[src/rtl/hazard_flush_controller_pkg.sv]
// Shared pipeline-control definitions: FSM state encoding, the x0 register
// constant and the stall/flush bundle driven by the hazard controller.
package hazard_flush_controller_pkg;

    localparam int unsigned REG_W = 5;
    localparam logic [REG_W-1:0] REG_ZERO = 5'd0;

    typedef enum logic [1:0] {
        RUN        = 2'd0,
        WAIT       = 2'd1,
        WAIT_REDIR = 2'd2
    } hfc_state_e;

    // Per-cycle pipeline control bundle
    typedef struct packed {
        logic pc_stall;
        logic fd_stall;
        logic fd_flush;
        logic de_stall;
        logic de_flush;
        logic em_stall;
        logic pc_redirect;
    } pipe_ctrl_t;

endpackage

[src/rtl/hazard_flush_controller_if.sv]
// Hazard/flush bus between the pipeline and its control block.
//   master: pipeline side, drives ID/EX hazard info and mem_busy, receives controls.
//   slave : controller side.
interface hazard_flush_controller_if #(
    parameter int unsigned XLEN = 32
);
    import hazard_flush_controller_pkg::*;

    logic [REG_W-1:0] id_rs1;
    logic [REG_W-1:0] id_rs2;
    logic             id_use_rs1;
    logic             id_use_rs2;
    logic [REG_W-1:0] ex_rd;
    logic             ex_mem_read;
    logic             ex_redirect;
    logic [XLEN-1:0]  ex_target;
    logic             mem_busy;

    logic             pc_stall;
    logic             fd_stall;
    logic             fd_flush;
    logic             de_stall;
    logic             de_flush;
    logic             em_stall;
    logic             pc_redirect;
    logic [XLEN-1:0]  pc_target;

    modport master (
        output id_rs1, id_rs2, id_use_rs1, id_use_rs2, ex_rd, ex_mem_read,
               ex_redirect, ex_target, mem_busy,
        input  pc_stall, fd_stall, fd_flush, de_stall, de_flush, em_stall,
               pc_redirect, pc_target
    );

    modport slave (
        input  id_rs1, id_rs2, id_use_rs1, id_use_rs2, ex_rd, ex_mem_read,
               ex_redirect, ex_target, mem_busy,
        output pc_stall, fd_stall, fd_flush, de_stall, de_flush, em_stall,
               pc_redirect, pc_target
    );

endinterface

[src/rtl/sat_counter.sv]
// Saturating event counter with synchronous clear (clear beats increment).
//   clk, reset : clock, async active-high reset
//   inc        : count this cycle
//   clr        : synchronous clear
//   cnt        : current count, sticks at all-ones
module sat_counter #(
    parameter int unsigned CNT_W = 32
) (
    input  logic             clk,
    input  logic             reset,
    input  logic             inc,
    input  logic             clr,
    output logic [CNT_W-1:0] cnt
);

    always_ff @(posedge clk or posedge reset) begin
        if (reset) begin
            cnt <= '0;
        end else if (clr) begin
            cnt <= '0;
        end else if (inc && (cnt != '1)) begin
            cnt <= cnt + CNT_W'(1);
        end
    end

endmodule

[src/rtl/hazard_flush_controller.sv]
// Pipeline hazard/flush controller: load-use bubbles, EX redirects, memory-wait
// freeze with deferred redirect, and stall/flush performance counters.
//   clk, reset   : clock, async active-high reset
//   bus          : hazard inputs and combinational stall/flush/redirect outputs
//   stat_clear   : synchronous clear of both counters
//   stall_cycles : cycles with pc_stall=1 (saturating)
//   flush_events : cycles with pc_redirect=1 (saturating)
module hazard_flush_controller
    import hazard_flush_controller_pkg::*;
#(
    parameter int unsigned XLEN  = 32,
    parameter int unsigned CNT_W = 32
) (
    input  logic                         clk,
    input  logic                         reset,
    hazard_flush_controller_if.slave     bus,
    input  logic                         stat_clear,
    output logic [CNT_W-1:0]             stall_cycles,
    output logic [CNT_W-1:0]             flush_events
);

    hfc_state_e      state_q, state_d;
    logic [XLEN-1:0] pend_q, pend_d;
    pipe_ctrl_t      ctrl_c;
    logic [XLEN-1:0] target_c;
    logic            load_use_c;

    // State and pending-target register
    always_ff @(posedge clk or posedge reset) begin
        if (reset) begin
            state_q <= RUN;
            pend_q  <= '0;
        end else begin
            state_q <= state_d;
            pend_q  <= pend_d;
        end
    end

    // Load-use: EX load writes a non-x0 register the ID instruction reads
    assign load_use_c = bus.ex_mem_read && (bus.ex_rd != REG_ZERO) &&
                        ((bus.id_use_rs1 && (bus.id_rs1 == bus.ex_rd)) ||
                         (bus.id_use_rs2 && (bus.id_rs2 == bus.ex_rd)));

    // Next state and zero-latency controls
    always_comb begin
        state_d  = state_q;
        pend_d   = pend_q;
        ctrl_c   = '0;
        target_c = pend_q;

        if (bus.mem_busy) begin
            // Freeze everything; a redirect seen now is deferred (newest wins)
            ctrl_c.pc_stall = 1'b1;
            ctrl_c.fd_stall = 1'b1;
            ctrl_c.de_stall = 1'b1;
            ctrl_c.em_stall = 1'b1;
            if (bus.ex_redirect) begin
                pend_d  = bus.ex_target;
                state_d = WAIT_REDIR;
            end else if (state_q != WAIT_REDIR) begin
                state_d = WAIT;
            end
        end else begin
            state_d = RUN;
            if (bus.ex_redirect) begin
                // Live redirect beats a deferred one; ID is wrong-path so no load-use
                ctrl_c.pc_redirect = 1'b1;
                ctrl_c.fd_flush    = 1'b1;
                ctrl_c.de_flush    = 1'b1;
                target_c           = bus.ex_target;
            end else if (state_q == WAIT_REDIR) begin
                ctrl_c.pc_redirect = 1'b1;
                ctrl_c.fd_flush    = 1'b1;
                ctrl_c.de_flush    = 1'b1;
            end else if (load_use_c) begin
                ctrl_c.pc_stall = 1'b1;
                ctrl_c.fd_stall = 1'b1;
                ctrl_c.de_flush = 1'b1;
            end
        end
    end

    assign bus.pc_stall    = ctrl_c.pc_stall;
    assign bus.fd_stall    = ctrl_c.fd_stall;
    assign bus.fd_flush    = ctrl_c.fd_flush;
    assign bus.de_stall    = ctrl_c.de_stall;
    assign bus.de_flush    = ctrl_c.de_flush;
    assign bus.em_stall    = ctrl_c.em_stall;
    assign bus.pc_redirect = ctrl_c.pc_redirect;
    assign bus.pc_target   = target_c;

    sat_counter #(.CNT_W(CNT_W)) u_stall_cnt (
        .clk   (clk),
        .reset (reset),
        .inc   (ctrl_c.pc_stall),
        .clr   (stat_clear),
        .cnt   (stall_cycles)
    );

    sat_counter #(.CNT_W(CNT_W)) u_flush_cnt (
        .clk   (clk),
        .reset (reset),
        .inc   (ctrl_c.pc_redirect),
        .clr   (stat_clear),
        .cnt   (flush_events)
    );

endmodule

[src/flat_wrapper.sv]
// flat-port wrapper written by rule: the top's interface ports become plain ports
module hazard_flush_controller_flat import hazard_flush_controller_pkg::*;
#(
    parameter int unsigned XLEN  = 32,
    parameter int unsigned CNT_W = 32
)
  (clk, reset, stat_clear, stall_cycles, flush_events, bus_id_rs1, bus_id_rs2, bus_id_use_rs1, bus_id_use_rs2, bus_ex_rd, bus_ex_mem_read, bus_ex_redirect, bus_ex_target, bus_mem_busy, bus_pc_stall, bus_fd_stall, bus_fd_flush, bus_de_stall, bus_de_flush, bus_em_stall, bus_pc_redirect, bus_pc_target);
  hazard_flush_controller_if #(.XLEN(XLEN)) bus_i ();
  input  logic clk;
  input  logic reset;
  input  logic stat_clear;
  output logic [CNT_W-1:0] stall_cycles;
  output logic [CNT_W-1:0] flush_events;
  input wire logic [$bits(bus_i.id_rs1)-1:0] bus_id_rs1;
  input wire logic [$bits(bus_i.id_rs2)-1:0] bus_id_rs2;
  input wire logic [$bits(bus_i.id_use_rs1)-1:0] bus_id_use_rs1;
  input wire logic [$bits(bus_i.id_use_rs2)-1:0] bus_id_use_rs2;
  input wire logic [$bits(bus_i.ex_rd)-1:0] bus_ex_rd;
  input wire logic [$bits(bus_i.ex_mem_read)-1:0] bus_ex_mem_read;
  input wire logic [$bits(bus_i.ex_redirect)-1:0] bus_ex_redirect;
  input wire logic [$bits(bus_i.ex_target)-1:0] bus_ex_target;
  input wire logic [$bits(bus_i.mem_busy)-1:0] bus_mem_busy;
  output wire logic [$bits(bus_i.pc_stall)-1:0] bus_pc_stall;
  output wire logic [$bits(bus_i.fd_stall)-1:0] bus_fd_stall;
  output wire logic [$bits(bus_i.fd_flush)-1:0] bus_fd_flush;
  output wire logic [$bits(bus_i.de_stall)-1:0] bus_de_stall;
  output wire logic [$bits(bus_i.de_flush)-1:0] bus_de_flush;
  output wire logic [$bits(bus_i.em_stall)-1:0] bus_em_stall;
  output wire logic [$bits(bus_i.pc_redirect)-1:0] bus_pc_redirect;
  output wire logic [$bits(bus_i.pc_target)-1:0] bus_pc_target;
  assign bus_i.id_rs1 = bus_id_rs1;
  assign bus_i.id_rs2 = bus_id_rs2;
  assign bus_i.id_use_rs1 = bus_id_use_rs1;
  assign bus_i.id_use_rs2 = bus_id_use_rs2;
  assign bus_i.ex_rd = bus_ex_rd;
  assign bus_i.ex_mem_read = bus_ex_mem_read;
  assign bus_i.ex_redirect = bus_ex_redirect;
  assign bus_i.ex_target = bus_ex_target;
  assign bus_i.mem_busy = bus_mem_busy;
  assign bus_pc_stall = bus_i.pc_stall;
  assign bus_fd_stall = bus_i.fd_stall;
  assign bus_fd_flush = bus_i.fd_flush;
  assign bus_de_stall = bus_i.de_stall;
  assign bus_de_flush = bus_i.de_flush;
  assign bus_em_stall = bus_i.em_stall;
  assign bus_pc_redirect = bus_i.pc_redirect;
  assign bus_pc_target = bus_i.pc_target;
  hazard_flush_controller #(.XLEN(XLEN), .CNT_W(CNT_W)) u_core (.clk(clk), .reset(reset), .bus(bus_i), .stat_clear(stat_clear), .stall_cycles(stall_cycles), .flush_events(flush_events));
endmodule
[config.mk]
export PLATFORM = sky130hd
export DESIGN_NAME = hazard_flush_controller_flat
export DESIGN_NICKNAME = d
export VERILOG_FILES = /design/src/rtl/hazard_flush_controller_pkg.sv /design/src/rtl/hazard_flush_controller_if.sv /design/src/rtl/sat_counter.sv /design/src/rtl/hazard_flush_controller.sv /design/src/flat_wrapper.sv
export SDC_FILE = /design/constraint.sdc
export NUM_CORES = 1
export LEC_CHECK = 0
export BUFFER_PORTS_ARGS = -buffer_cell sky130_fd_sc_hd__clkbuf_2
export CAP_MARGIN = 0
export CORE_ASPECT_RATIO = 1.2
export CORE_MARGIN = 3
export CORE_UTILIZATION = 56
export DETAILED_ROUTE_END_ITERATION = 16
export PLACE_DENSITY = 0.87
export SLEW_MARGIN = 10
export SYNTH_ARGS = -nofsm -noshare
export SYNTH_HDL_FRONTEND = slang
export SYNTH_SLANG_ARGS = --single-unit
[constraint.sdc]
create_clock -name clk -period 8.1 [get_ports clk]
set_input_delay 1.215 -clock clk [delete_from_list [all_inputs] [get_ports clk]]
set_output_delay 1.215 -clock clk [all_outputs]
set_load 0.01 [all_outputs]
==> results by group <==
Run status
  • Status: finished, final reports clean

Worst setup path
  • Critical path class: input pin to output pin
  • WP data required: 6880 ps
  • Startpoint class of the critical path: input pin
  • Critical Path AT: 2690 ps
  • Crit. End Element: output pin
  • Crit-path max FO: 4

GRT
  • First-pass GRT wire length: 20800 um
  • M2 GR Usage: 43.5%
  • Largest net degree at the start of global routing: 86
  • GRT overflow: 0
  • Initial antenna violation count: 0
  • Grt peak-use layer: met2
  • GR Layer Usage met1: between 20% and 30%
  • Vias in the first global route: 4456
  • GRT Overall Usage: 24.4%
  • Met3 GRT Util: about 3.4%

Final layout
  • Fin nets: 720
  • Layout cells sized above 1: 37.6%
  • N_diodes: 0
  • Synth-to-layout area growth: 18.8%
  • FILL cells: 708
  • Multi-input logic area: between 2000 and 3000 um2
  • Flip-flop and latch area: 2450 um2

STA
  • Final setup vio count: 0
  • Rel. slew slack: 29.1%
  • Fin crit period: 3900 ps
  • Clk_skew: 9.02 ps
  • RSZ-0062 raised after global routing: false
  • Slew Viols, Final: 0
  • Fmax: about 260 MHz
  • Slew @ Worst Pin: 1060 ps
  • Final hold violations: 0
  • Setup_tns: 0 ps
  • Final worst path period share: between 40 and 50%

CTS
  • TritonCTS clock tree: yes
  • Depth of the CTS H-tree: 3
  • Longest Clk Path Bufs: 2
  • Clk slew on worst S/H paths: 90 ps
  • Post-CTS sizing: 0
  • # Post-CTS Setup Buffers: 0
  • Cts bufs inserted: 9
  • Hold buffer count at CTS: 0
  • Clock Sink Count: 98
  • Root buffer cell: clkbuf_8
  • Worst skew pair latency: around 360 ps

Route
  • DRC violation count after routing: 0
  • Routed vias/inst: 5.82
  • Routed WL: 12900 um
  • Initial DRC count: between 150 and 200
  • 1st-pass router iterations: 4
  • Via Count: 4581
  • Antenna Nets Post-Route: 0
  • Wire per inst: 16.4 um

Logic synthesis
  • Mapped Cells: approximately 520
  • Synth area leader: dfrtp_1
  • Synth top area cells: dfrtp_1 47%, mux2_2 14%, xnor2_1 4.2%, nand4_1 3.6%, nor2_1 3.5%
  • Mapped cell area: 5270 um2
  • EDFF count, synth: 0
  • Ys flop type: dfrtp_1
  • Syn Nets: 574
  • Mean Syn Cell Area: 10.2 um2
  • Top cell type's share of synthesized area: about 47%
  • Synth Warn #: 0
  • Post-synthesis sequential area ratio: 46.5%
  • Top-count cell post-synth: dfrtp_1
  • Synthesis-stage register bit count: 98
  • Async SR Flop Fraction: 100%
  • Post-synth top cells: 98 x dfrtp_1, 64 x mux2_2, 49 x nor2_1
  • Unique cell type count in the Yosys netlist: 46

Floorplanning
  • Row cnt: 38
  • Core footprint: 9130 um2
  • Die area: approximately 11000 um2
  • Die Y: 112 um
  • Starting Density: between 50 and 60%
  • Die W: 94.6 um
  • Boundary Pins: 158

Placement
  • GP Congestion: 0.854
  • Dpl hpwl: 9650 um
  • PortBufs: ~160

Power and ir drop
  • Leak: 2.77 nW
  • Power Total: around 1 mW
  • Pwr Density: about 160 nW/um2
  • Maximum VDD drop: 0.0000880 V

Flow run
  • Max Cap Viol: 0

Min path
  • Hold Crit Class: flip-flop to flip-flop
## final timing paths
check	startpoint	slack [ps]	end	cells past startpoint
min	u_core.pend_q[21]	510	u_core.pend_q[21]	1
max in group asynchronous	reset	6070	u_core.u_flush_cnt.cnt[12]	3
max	bus_ex_rd[0]	4200	bus_fd_stall	6
max reg2reg	u_core.u_flush_cnt.cnt[1]	5350	u_core.u_flush_cnt.cnt[18]	7
min in group asynchronous	reset	740	u_core.u_stall_cnt.cnt[22]	2
min reg2reg	u_core.pend_q[21]	510	u_core.pend_q[21]	1
## layout make-up
class | instances | area share [%]
multi-input cells | 382 | 42.0
flip-flops and latches | 98 | 39.1
repair buffers | 161 | 13.0
clock buffers | 13 | 2.54
well taps | 120 | 2.40
inverters | 11 | 0.699
clock inverters | 2 | 0.200
## where the power goes
part           leakage [nW]  switching, mW  internal, mW
Combinational          1.39         0.0821        0.0762
Sequential             1.29         0.0155         0.515
Clock                0.0855          0.163         0.127
## worst max-delay path, stage by stage
cell and delay, ps:
clkbuf_2 120, or4_1 530, o21a_1 220, o21a_1 260, and2_1 210, clkbuf_2 130
## registers in the layout, indices dropped and copies added (netlist names)
signal and count:
u_core.u_stall_cnt.cnt 32, u_core.u_flush_cnt.cnt 32, u_core.pend_q 32, u_core.state_q 2
## logic make-up after synthesis
| group | after synthesis | synth area share [%] |
|---|---|---|
| AO/OA/AOI/OAI | 67 | 6.88 |
| XOR/XNOR | 41 | 6.81 |
| multiplexers | 68 | 14.6 |
| AND/OR/NAND/NOR | 204 | 21.1 |
| flip-flops | 98 | 46.5 |
| buffers and inverters | 37 | 3.65 |
| adder cells (fa/ha/maj) | 2 | 0.474 |
## placed cells by master (no fill, tap or decap), types with 3 or more instances in the layout
cell / synthesis / routed
or4_1: 7 / 7
nor3_1: 8 / 8
nand4_1: 30 / 30
o31ai_1: 4 / 4
o21ai_1: 8 / 8
dfrtp_1: 98 / 98
or2_2: 4 / 4
buf_4: 4 / 4
o21ai_0: 18 / 18
xor2_1: 16 / 16
xnor2_1: 25 / 25
or3_1: 26 / 26
and4_1: 7 / 7
nor2_1: 49 / 48
clkbuf_8: 0 / 11
nand2_1: 29 / 29
nor4_1: 6 / 6
mux2_2: 64 / 64
nand3_1: 17 / 17
a21oi_1: 30 / 30
and3_1: 7 / 7
nor2b_1: 3 / 3
clkbuf_2: 1 / 157
inv_1: 11 / 10
## routing by layer
layer	vias up	wire, um
met2	142	6840
li1	2152	-
met3	39	538
met4	0	468
met5	-	0
met1	2248	5080
## per-stage QoR
step,setup slack [ps],hold WS (ps),util (%),cell area (um2),std cells
floorplan,4320,475,-,5270,517
global placement,4250,485,66.7,6090,772
detailed placement,4200,492,66.7,6090,772
CTS,4200,514,68.6,6260,787
global route,4160,525,68.6,6260,787
finish,4200,512,68.6,6260,787
(Power assumes the default switching activity.)
